`src/rtl/hangman_pkg.sv`:
```
// Shared key codes, scanner states and multi-tap letter tables for the keypad front end.
package hangman_pkg;

    localparam logic [3:0] KEY_SUBMIT = 4'd12;
    localparam logic [3:0] KEY_CLEAR  = 4'd13;

    typedef enum logic [1:0] {
        ST_SCAN     = 2'd0,
        ST_PRESS_DB = 2'd1,
        ST_HELD     = 2'd2,
        ST_REL_DB   = 2'd3
    } scan_state_t;

    // Number of letters on a letter key: PQRS and WXYZ carry four, the rest three.
    function automatic logic [2:0] group_size(input logic [2:0] group);
        return (group == 3'd5 || group == 3'd7) ? 3'd4 : 3'd3;
    endfunction

    // ASCII of letter idx within a letter key's group.
    function automatic logic [7:0] tap_letter(input logic [2:0] group, input logic [1:0] idx);
        logic [7:0] base;
        case (group)
            3'd0:    base = 8'h41; // A
            3'd1:    base = 8'h44; // D
            3'd2:    base = 8'h47; // G
            3'd3:    base = 8'h4A; // J
            3'd4:    base = 8'h4D; // M
            3'd5:    base = 8'h50; // P
            3'd6:    base = 8'h54; // T
            default: base = 8'h57; // W
        endcase
        return base + {6'd0, idx};
    endfunction

endpackage

```
`src/rtl/keypad_scanner.sv`:
```
// 4x4 matrix scanner: row synchronizer, column rotation and press/release debounce.
//
//   state       | meaning
//   ------------+------------------------------------------------------------
//   ST_SCAN     | rotating col, waiting for any synced row high
//   ST_PRESS_DB | col frozen, confirming the latched row pattern is stable
//   ST_HELD     | press accepted, waiting for all rows low (no auto-repeat)
//   ST_REL_DB   | confirming release; a row coming back returns to ST_HELD
//
// The sample that causes entry into a debounce state counts as its first sample,
// so DEBOUNCE_CYCLES must be at least 2.
module keypad_scanner
    import hangman_pkg::*;
#(
    parameter int SCAN_CYCLES     = 4,
    parameter int DEBOUNCE_CYCLES = 3
) (
    input  logic       clk,
    input  logic       nRst,
    input  logic [3:0] row,
    output logic [3:0] col,
    output logic [3:0] key_code,
    output logic       key_event,
    output logic       key_release
);

    localparam int SW = $clog2(SCAN_CYCLES + 1);
    localparam int DW = $clog2(DEBOUNCE_CYCLES + 1);
    localparam logic [SW-1:0] SCAN_LAST = SW'(SCAN_CYCLES - 1);
    localparam logic [DW-1:0] DB_LAST   = DW'(DEBOUNCE_CYCLES - 1);

    logic [3:0]    row_s1;
    logic [3:0]    row_sync;
    logic [3:0]    row_latch;
    logic [SW-1:0] scan_cnt;
    logic [DW-1:0] db_cnt;
    logic [1:0]    row_idx;
    logic [1:0]    col_idx;
    scan_state_t   state;

    // Two-flop synchronizer on the asynchronous row lines.
    always_ff @(posedge clk or negedge nRst) begin
        if (!nRst) begin
            row_s1   <= 4'b0000;
            row_sync <= 4'b0000;
        end else begin
            row_s1   <= row;
            row_sync <= row_s1;
        end
    end

    // Encode the pressed position; row 0 sits on bit 3 and wins when several rows are high.
    always_comb begin
        row_idx = 2'd3;
        if (row_sync[3])      row_idx = 2'd0;
        else if (row_sync[2]) row_idx = 2'd1;
        else if (row_sync[1]) row_idx = 2'd2;
        case (col)
            4'b0010: col_idx = 2'd1;
            4'b0100: col_idx = 2'd2;
            4'b1000: col_idx = 2'd3;
            default: col_idx = 2'd0;
        endcase
    end

    // Scan/debounce state machine; col only moves while scanning.
    always_ff @(posedge clk or negedge nRst) begin
        if (!nRst) begin
            state       <= ST_SCAN;
            col         <= 4'b0001;
            scan_cnt    <= '0;
            db_cnt      <= '0;
            row_latch   <= 4'b0000;
            key_code    <= 4'd0;
            key_event   <= 1'b0;
            key_release <= 1'b0;
        end else begin
            key_event   <= 1'b0;
            key_release <= 1'b0;
            case (state)
                ST_SCAN: begin
                    if (row_sync != 4'b0000) begin
                        row_latch <= row_sync;
                        key_code  <= {row_idx, col_idx};
                        db_cnt    <= DW'(1);
                        scan_cnt  <= '0;
                        state     <= ST_PRESS_DB;
                    end else if (scan_cnt == SCAN_LAST) begin
                        scan_cnt <= '0;
                        col      <= {col[2:0], col[3]};
                    end else begin
                        scan_cnt <= scan_cnt + SW'(1);
                    end
                end
                ST_PRESS_DB: begin
                    if (row_sync != row_latch) begin
                        state <= ST_SCAN;
                    end else if (db_cnt == DB_LAST) begin
                        key_event <= 1'b1;
                        state     <= ST_HELD;
                    end else begin
                        db_cnt <= db_cnt + DW'(1);
                    end
                end
                ST_HELD: begin
                    if (row_sync == 4'b0000) begin
                        db_cnt <= DW'(1);
                        state  <= ST_REL_DB;
                    end
                end
                default: begin
                    if (row_sync != 4'b0000) begin
                        state <= ST_HELD;
                    end else if (db_cnt == DB_LAST) begin
                        key_release <= 1'b1;
                        scan_cnt    <= '0;
                        state       <= ST_SCAN;
                    end else begin
                        db_cnt <= db_cnt + DW'(1);
                    end
                end
            endcase
        end
    end

endmodule

```
`src/rtl/keypad_multitap.sv`:
```
// Keypad front end: turns debounced key events into multi-tap letters, letter commits and word submits.
module keypad_multitap
    import hangman_pkg::*;
#(
    parameter int SCAN_CYCLES     = 4,
    parameter int DEBOUNCE_CYCLES = 3,
    parameter int TAP_TIMEOUT     = 300
) (
    input  logic       clk,
    input  logic       nRst,
    input  logic [3:0] row,
    output logic [3:0] col,
    output logic [7:0] pending,
    output logic       pending_valid,
    output logic [7:0] letter,
    output logic       letter_strobe,
    output logic       word_strobe
);

    localparam int TW = $clog2(TAP_TIMEOUT + 1);
    localparam logic [TW-1:0] TAP_EXPIRED = TW'(TAP_TIMEOUT);

    logic [3:0]    key_code;
    logic          key_event;
    logic          key_release;
    logic [TW-1:0] tap_timer;
    logic [2:0]    tap_group;
    logic [1:0]    tap_idx;
    logic          is_letter;
    logic          is_submit;
    logic          is_clear;
    logic          same_group;
    logic [2:0]    grp;
    logic [1:0]    next_idx;

    keypad_scanner #(
        .SCAN_CYCLES     (SCAN_CYCLES),
        .DEBOUNCE_CYCLES (DEBOUNCE_CYCLES)
    ) u_scanner (
        .clk         (clk),
        .nRst        (nRst),
        .row         (row),
        .col         (col),
        .key_code    (key_code),
        .key_event   (key_event),
        .key_release (key_release)
    );

    // Classify the key and work out the next letter within the current group.
    always_comb begin
        grp        = key_code[2:0];
        is_letter  = key_event && !key_code[3];
        is_submit  = key_event && (key_code == KEY_SUBMIT);
        is_clear   = key_event && (key_code == KEY_CLEAR);
        same_group = pending_valid && (tap_group == grp) && (tap_timer != TAP_EXPIRED);
        next_idx   = ({1'b0, tap_idx} == group_size(grp) - 3'd1) ? 2'd0 : tap_idx + 2'd1;
    end

    // Tap timer: restarts on every release, saturates at the timeout; submit/clear force it expired.
    always_ff @(posedge clk or negedge nRst) begin
        if (!nRst) begin
            tap_timer <= '0;
        end else if (is_submit || is_clear) begin
            tap_timer <= TAP_EXPIRED;
        end else if (key_release) begin
            tap_timer <= '0;
        end else if (tap_timer != TAP_EXPIRED) begin
            tap_timer <= tap_timer + TW'(1);
        end
    end

    // Pending letter composition, commit and word-submit strobes.
    always_ff @(posedge clk or negedge nRst) begin
        if (!nRst) begin
            pending       <= 8'h00;
            pending_valid <= 1'b0;
            letter        <= 8'h00;
            letter_strobe <= 1'b0;
            word_strobe   <= 1'b0;
            tap_group     <= 3'd0;
            tap_idx       <= 2'd0;
        end else begin
            letter_strobe <= 1'b0;
            word_strobe   <= 1'b0;
            if (is_letter) begin
                if (same_group) begin
                    tap_idx <= next_idx;
                    pending <= tap_letter(grp, next_idx);
                end else begin
                    tap_group     <= grp;
                    tap_idx       <= 2'd0;
                    pending       <= tap_letter(grp, 2'd0);
                    pending_valid <= 1'b1;
                end
            end else if (is_submit) begin
                if (pending_valid) begin
                    letter        <= pending;
                    letter_strobe <= 1'b1;
                    pending       <= 8'h00;
                    pending_valid <= 1'b0;
                end else begin
                    word_strobe <= 1'b1;
                end
            end else if (is_clear) begin
                pending       <= 8'h00;
                pending_valid <= 1'b0;
                tap_group     <= 3'd0;
                tap_idx       <= 2'd0;
            end
        end
    end

endmodule

```
`config.mk`:
```
export PLATFORM = sky130hd
export DESIGN_NAME = keypad_multitap
export DESIGN_NICKNAME = d
export VERILOG_FILES = /design/src/rtl/hangman_pkg.sv /design/src/rtl/keypad_scanner.sv /design/src/rtl/keypad_multitap.sv
export SDC_FILE = /design/constraint.sdc
export NUM_CORES = 1
export LEC_CHECK = 0
export CAP_MARGIN = 20
export CORE_MARGIN = 5
export CORE_UTILIZATION = 55
export DETAILED_ROUTE_END_ITERATION = 8
export PLACE_DENSITY_LB_ADDON = 0.08
export SLEW_MARGIN = 20
export SYNTH_ARGS = -nofsm -noshare
export SYNTH_HDL_FRONTEND = slang
export SYNTH_HIERARCHICAL = 1
export SYNTH_SLANG_ARGS = --single-unit
```
`constraint.sdc`:
```
create_clock -name clk -period 4.8 [get_ports clk]
set_input_delay 0.96 -clock clk [delete_from_list [all_inputs] [get_ports clk]]
set_output_delay 0.96 -clock clk [all_outputs]
set_load 0.1 [all_outputs]
```
==> results of run 1 <==
-- power by group through the flow --
stage | Combinational (mW) | Sequential (mW) | Clock, mW
after floorplan | 0.353 | 0.779 | 0
after global placement | 0.539 | 0.702 | 0
after detailed placement | 0.549 | 0.705 | 0
after CTS | 0.552 | 0.697 | 0.543
after global routing | 0.619 | 0.716 | 0.566
final | 0.551 | 0.698 | 0.535
-- cell families after synthesis --
| logic type | Yosys count |
|---|---|
| compound gates | 45 |
| xor+xnor | 19 |
| fa+ha+maj | 11 |
| buf+inv | 22 |
| flops | 60 |
| mux | 16 |
| other cells | 1 |
| simple gates | 99 |
-- state kept, by name, indices dropped and copies added, names as in the netlist --
name,cells
word_strobe,1
tap_timer,9
u_scanner/key_event,1
tap_group,3
pending,7
u_scanner/row_sync,4
u_scanner/key_release,1
u_scanner/key_code,4
u_scanner/col,4
u_scanner/row_latch,4
u_scanner/state,2
tap_idx,2
pending_valid,1
u_scanner/row_s1,4
letter_strobe,1
letter,7
u_scanner/db_cnt,2
u_scanner/scan_cnt,3
-- per-stage QoR --
stage,util [%],instances
after global routing,67.1,374
final,67.1,374
after CTS,67.1,374
after floorplan,-,274
after global placement,62.6,358
after detailed placement,62.6,358
-- final cells by class --
type	instances	area, um^2	area share, %
flip-flops and latches	60	1500	43.3
multi-input cells	192	1350	38.8
repair buffers	27	263	7.57
clock buffers	13	169	4.86
well taps	70	87.6	2.52
clock inverters	3	67.6	1.95
inverters	9	33.8	0.973
-- cells in the mapped netlist (5+ instances only) --
cell | instances | area, um^2
and2_1 | 5 | 31.3
dfrtp_1 | 59 | 1480
ha_1 | 10 | 125
inv_1 | 9 | 33.8
mux2_2 | 9 | 101
nand2_1 | 31 | 116
nand2b_1 | 5 | 31.3
nand3_1 | 12 | 60.1
nor2_1 | 19 | 71.3
nor3_1 | 6 | 30.0
o21ai_0 | 13 | 65.1
o41ai_1 | 5 | 43.8
xnor2_1 | 10 | 87.6
xor2_1 | 9 | 78.8
-- layer usage --
layer  wire length [um]  up-vias
met3                191       10
met2               2600       35
met5                  0        -
met4                110        0
li1                   -     1004
met1               2490     1026
-- worst max path at each step --
stage	cells past startpoint	slack (ns)	startpoint	to
6_report	1	1.81	u_scanner/col[0]	col[0]
2_1_floorplan	10	2.61	u_scanner/key_code[0]	pending[3]
3_3_place_gp	1	2.17	u_scanner/col[0]	col[0]
3_5_place_dp	1	2.16	u_scanner/col[0]	col[0]
4_1_cts	1	1.79	u_scanner/col[0]	col[0]
5_1_grt	1	1.77	u_scanner/col[0]	col[0]
==> flow_metrics.env, run 1 <==
export IMPL_hold_path_cell_count=0
export IMPL_yosys_area_share_simple_pct=17.9
export IMPL_reg2reg_depth=8
export IMPL_status="completed"
export IMPL_min_period_ns=2.99
export IMPL_most_common_layout_cells="dfrtp_1 (59), nand2_1 (31), clkdlybuf4s50_1 (25), nor2_1 (19), o21ai_0 (13)"
export IMPL_hold_end="u_scanner/row_sync[2]"
export IMPL_ys_flop_type="dfrtp_1"
export IMPL_finalInstanceArea_mm2=0.00347
export IMPL_clock_path_buffers=2
export IMPL_tightest_slew_ns=0.976
export IMPL_cts_buffers=9
export IMPL_worstPathMaxFanout=5
export IMPL_ys_seq_area_share_pct=50.7
export IMPL_grt_pass1_wl_mm=9.62
export IMPL_antenna_found_initial=0
export IMPL_initial_core_util_pct=57.3
export IMPL_hold_path_startpoint="u_scanner/row_s1[2]"
export IMPL_cp_top_family="buffers and inverters"
export IMPL_drc_errors=0
export IMPL_p_per_area_mw_per_mm2=514
export IMPL_setup_violations=0
export IMPL_rrSetupSlack_ns=2.29
export IMPL_worstReg2RegStart="u_scanner/key_code[0]"
export IMPL_drt_total_wl_mm=5.40
export IMPL_dieArea_mm2=0.00696
export IMPL_yosys_warnings=6
export IMPL_finalSetupTns_ns=0
export IMPL_n_fill_cell=382
export IMPL_peakVddDrop_mv=0.364
export IMPL_placed_area_mm2=0.00324
export IMPL_postRouteAntennaNets=0
export IMPL_async_reset_ff_share_pct=100
export IMPL_post_route_period_util_pct=62.3
export IMPL_yosys_register_bits=60
export IMPL_synth_top_family_by_area="simple AND/OR/NAND/NOR gates"
export IMPL_gr_max_usage_layer="met2"
export IMPL_switchingPower_mw=0.650
export IMPL_dp_slack_ns=2.16
export IMPL_synth_fa_ha_area_share_pct=4.90
export IMPL_ctsHoldBuffers=0
export IMPL_synth_area_per_cell_um2=10.9
export IMPL_cts_tree="yes"
export IMPL_ys_types=56
export IMPL_synth_xor_area_share_pct=5.61
export IMPL_diodes=0
export IMPL_syn_inst=273
export IMPL_reg2reg_to="pending[3]"
export IMPL_required_ns=3.84
export IMPL_drtIter0Drc=130
export IMPL_grt_max_degree=61
export IMPL_die_w_um=83.4
export IMPL_use_met1_pct=22.4
export IMPL_p_clk_share_pct=30.0
export IMPL_worst_skew_pair_late_latency_ns=0.33
export IMPL_finalHoldViolCount=0
export IMPL_rows=26
export IMPL_grt_pass1_vias=2033
export IMPL_gr_total_overflow=0
export IMPL_numClockSinks=60
export IMPL_power_mw=1.78
export IMPL_die_height_um=83.4
export IMPL_seq_power_share_pct=39.1
export IMPL_place_congestion=0.877
export IMPL_drive_gt1_share_pct=12.5
export IMPL_path_class="reg2out"
export IMPL_rsz0062_at_grt="no"
export IMPL_worst_hold_slack_ns=0.352
export IMPL_start_kind="register"
export IMPL_comb_power_share_pct=30.9
export IMPL_cts_setup_buffers=0
export IMPL_leakage_nw=1.55
export IMPL_layout_commonest_cell="dfrtp_1"
export IMPL_p_sw_share_pct=36.4
export IMPL_maxSlewHeadroom_pct=34.8
export IMPL_hp_class="reg2reg"
export IMPL_internal_power_mw=1.13
export IMPL_cts_root_buf="clkbuf_8"
export IMPL_grt_use_total_pct=16.9
export IMPL_max_freq_mhz=335
export IMPL_boundaryPins=29
export IMPL_synth_compound_area_share_pct=10.9
export IMPL_clk_pin_slew_ns=0.07
export IMPL_num_vias=2075
export IMPL_finalMaxSlewViolations=0
export IMPL_worst_slack_ns=1.81
export IMPL_crit_buf_inv=1
export IMPL_dp_hpwl_mm=3.62
export IMPL_routed_via_density=5.55
export IMPL_finalClockSkew_ns=0.00612
export IMPL_cap_violations=0
export IMPL_nets=316
export IMPL_path_cells="clkdlybuf4s50_1"
export IMPL_synth_edf_count=0
export IMPL_use_met2_pct=26.5
export IMPL_area_delta_synth_final_pct=17.1
export IMPL_end_kind="output port"
export IMPL_netlist_area_mm2=0.00296
export IMPL_use_met3_pct=3.47
export IMPL_portBuffers=26
export IMPL_critical_path_arrival_ns=2.03
export IMPL_synth_mux_area_share_pct=5.95
export IMPL_cp_slowest_stage_delay_ns=1.13
export IMPL_core_area_mm2=0.00517
export IMPL_slowest_stage="clkdlybuf4s50_1"
export IMPL_h_tree_depth=3
export IMPL_wl_per_cell_um=14.4
export IMPL_cts_resized=0
export IMPL_dr_pass1_iters=4
No activity file was read; power rests on OpenSTA's default activity.
==> inputs of run 2 (changes only) <==
clock period = 2.8 ns   (was 4.8 ns; I/O delays follow)
==> flow_metrics.env, run 2 (same netlist as run 1, synthesis figures left out) <==
export IMPL_status="completed"
export IMPL_layout_commonest_cell="dfrtp_1"
export IMPL_h_tree_depth=3
export IMPL_hp_class="in2async"
export IMPL_antenna_found_initial=0
export IMPL_initial_core_util_pct=57.3
export IMPL_largest_register_ffs=9
export IMPL_postRouteAntennaNets=0
export IMPL_cts_tree="yes"
export IMPL_clk_pin_slew_ns=0.07
export IMPL_power_mw=2.93
export IMPL_clock_path_buffers=2
export IMPL_maxSlewHeadroom_pct=61.9
export IMPL_cts_resized=0
export IMPL_cap_violations=0
export IMPL_largestRegisters="tap_timer: 9 flops, letter: 7 flops, pending: 7 flops"
export IMPL_most_common_layout_cells="dfrtp_1 (59), nand2_1 (31), buf_4 (24), nor2_1 (19), o21ai_0 (13)"
export IMPL_tightest_slew_ns=0.567
export IMPL_worstPathMaxFanout=12
export IMPL_cts_buffers=9
export IMPL_dr_pass1_iters=4
export IMPL_nets=318
export IMPL_wl_per_cell_um=14.6
export IMPL_end_kind="register"
export IMPL_numClockSinks=60
export IMPL_path_cells="a21boi_0 > ha_1 > nor2b_1 > a41oi_1 > nor4_1 > xor2_1 > a22o_2"
export IMPL_min_period_ns=2.23
export IMPL_cts_root_buf="clkbuf_8"
export IMPL_utilization_pct=65.7
export IMPL_setup_violations=0
export IMPL_crit_buf_inv=0
export IMPL_regArea_mm2=0.00150
export IMPL_rsz0062_at_grt="no"
export IMPL_boundaryPins=29
export IMPL_core_area_mm2=0.00517
export IMPL_required_ns=3.03
export IMPL_cp_slowest_stage_delay_ns=0.55
export IMPL_die_height_um=83.4
export IMPL_area_delta_synth_final_pct=14.7
export IMPL_finalSetupTns_ns=0
export IMPL_finalHoldViolCount=0
export IMPL_rows=26
export IMPL_drive_gt1_share_pct=19.9
export IMPL_rrSetupSlack_ns=0.57
export IMPL_cp_top_family="compound AO/OA/AOI/OAI gates"
export IMPL_grt_max_degree=23
export IMPL_leakage_nw=1.59
export IMPL_start_kind="register"
export IMPL_grt_pass1_wl_mm=9.67
export IMPL_num_vias=2035
export IMPL_n_fill_cell=409
export IMPL_max_freq_mhz=449
export IMPL_peakVddDrop_mv=0.632
export IMPL_p_per_area_mw_per_mm2=861
export IMPL_dp_hpwl_mm=3.90
export IMPL_post_route_period_util_pct=79.5
export IMPL_cts_setup_buffers=0
export IMPL_place_congestion=0.907
export IMPL_top_register="tap_timer"
export IMPL_portBuffers=26
export IMPL_grt_pass1_vias=2041
export IMPL_diodes=0
export IMPL_worst_skew_pair_late_latency_ns=0.33
export IMPL_gr_total_overflow=0
export IMPL_slowest_stage="dfrtp_1"
export IMPL_multi_input_comb_area_mm2=0.00135
export IMPL_grt_use_total_pct=17.3
export IMPL_ctsHoldBuffers=0
export IMPL_drt_total_wl_mm=5.48
export IMPL_critical_path_arrival_ns=2.45
export IMPL_drtIter0Drc=153
export IMPL_path_class="reg2reg"
export IMPL_dieArea_mm2=0.00696
export IMPL_finalClockSkew_ns=0.00564
export IMPL_finalMaxSlewViolations=0
export IMPL_die_w_um=83.4
export IMPL_drc_errors=0
export IMPL_routed_via_density=5.41
-- run 2: changes by cell type in the layout (fill, tap and decap cells not counted), sizes merged --
cell / before / now
buf: 2 / 25
bufinv: 2 / 1
clkbuf: 13 / 12
clkdlybuf4s50: 25 / 4
clkinv: 0 / 2
-- run 2: worst paths after layout --
check / startpoint / end / depth (start not counted)
worst min register to register: u_scanner/row_s1[1] / u_scanner/row_sync[1] / 0
max in group asynchronous: nRst / u_scanner/row_s1[1] / 2
worst max register to register: u_scanner/key_code[1] / pending[3] / 7
worst max-delay path: u_scanner/key_code[1] / pending[3] / 7
worst min-delay path: nRst / tap_timer[4] / 1
min in group clk: u_scanner/row_s1[1] / u_scanner/row_sync[1] / 0
-- run 2: metrics by stage --
stage / cells / worst slack, ns / hold WS [ns] / cell area [um^2]
6_report: 376 / 0.575 / 0.181 / 3400
5_1_grt: 376 / 0.416 / 0.211 / 3400
4_1_cts: 376 / 0.554 / 0.187 / 3400
3_5_place_dp: 360 / 0.568 / 0.335 / 3200
3_3_place_gp: 360 / 0.656 / 0.333 / 3200
2_1_floorplan: 274 / 0.615 / 0.264 / 2970
-- run 2: worst reg2reg max path: stages, from the launching register on --
cell and delay (ns):
dfrtp_1 0.55, a21boi_0 0.48, ha_1 0.32, nor2b_1 0.13, a41oi_1 0.20, nor4_1 0.07
xor2_1 0.17, a22o_2 0.21
-- run 2: area by class of cell --
type                       instances  share of cell area (%)
clock buffer                      12                    4.56
timing repair buffer              29                    6.62
multi-input combinational        192                    39.7
sequential                        60                    44.2
inverter                           9                   0.993
clock inverter                     4                    1.40
tap                               70                    2.58
-- run 2: power breakdown --
part / switching [mW] / internal, mW / total (mW)
Sequential: 0.174 / 1.02 / 1.20
Clock: 0.334 / 0.457 / 0.790
Combinational: 0.601 / 0.338 / 0.939
Total: 1.11 / 1.82 / 2.93
-- run 2: per-layer routing --
metal  global-route usage (%)  part of all wire, %  vias to the layer above
met1                     22.6                   45                      984
met5                        0                    0                        -
met4                     8.33                  1.4                        0
met2                     27.4                   50                       30
met3                     3.66                  3.7                        9
li1                         -                    -                     1012
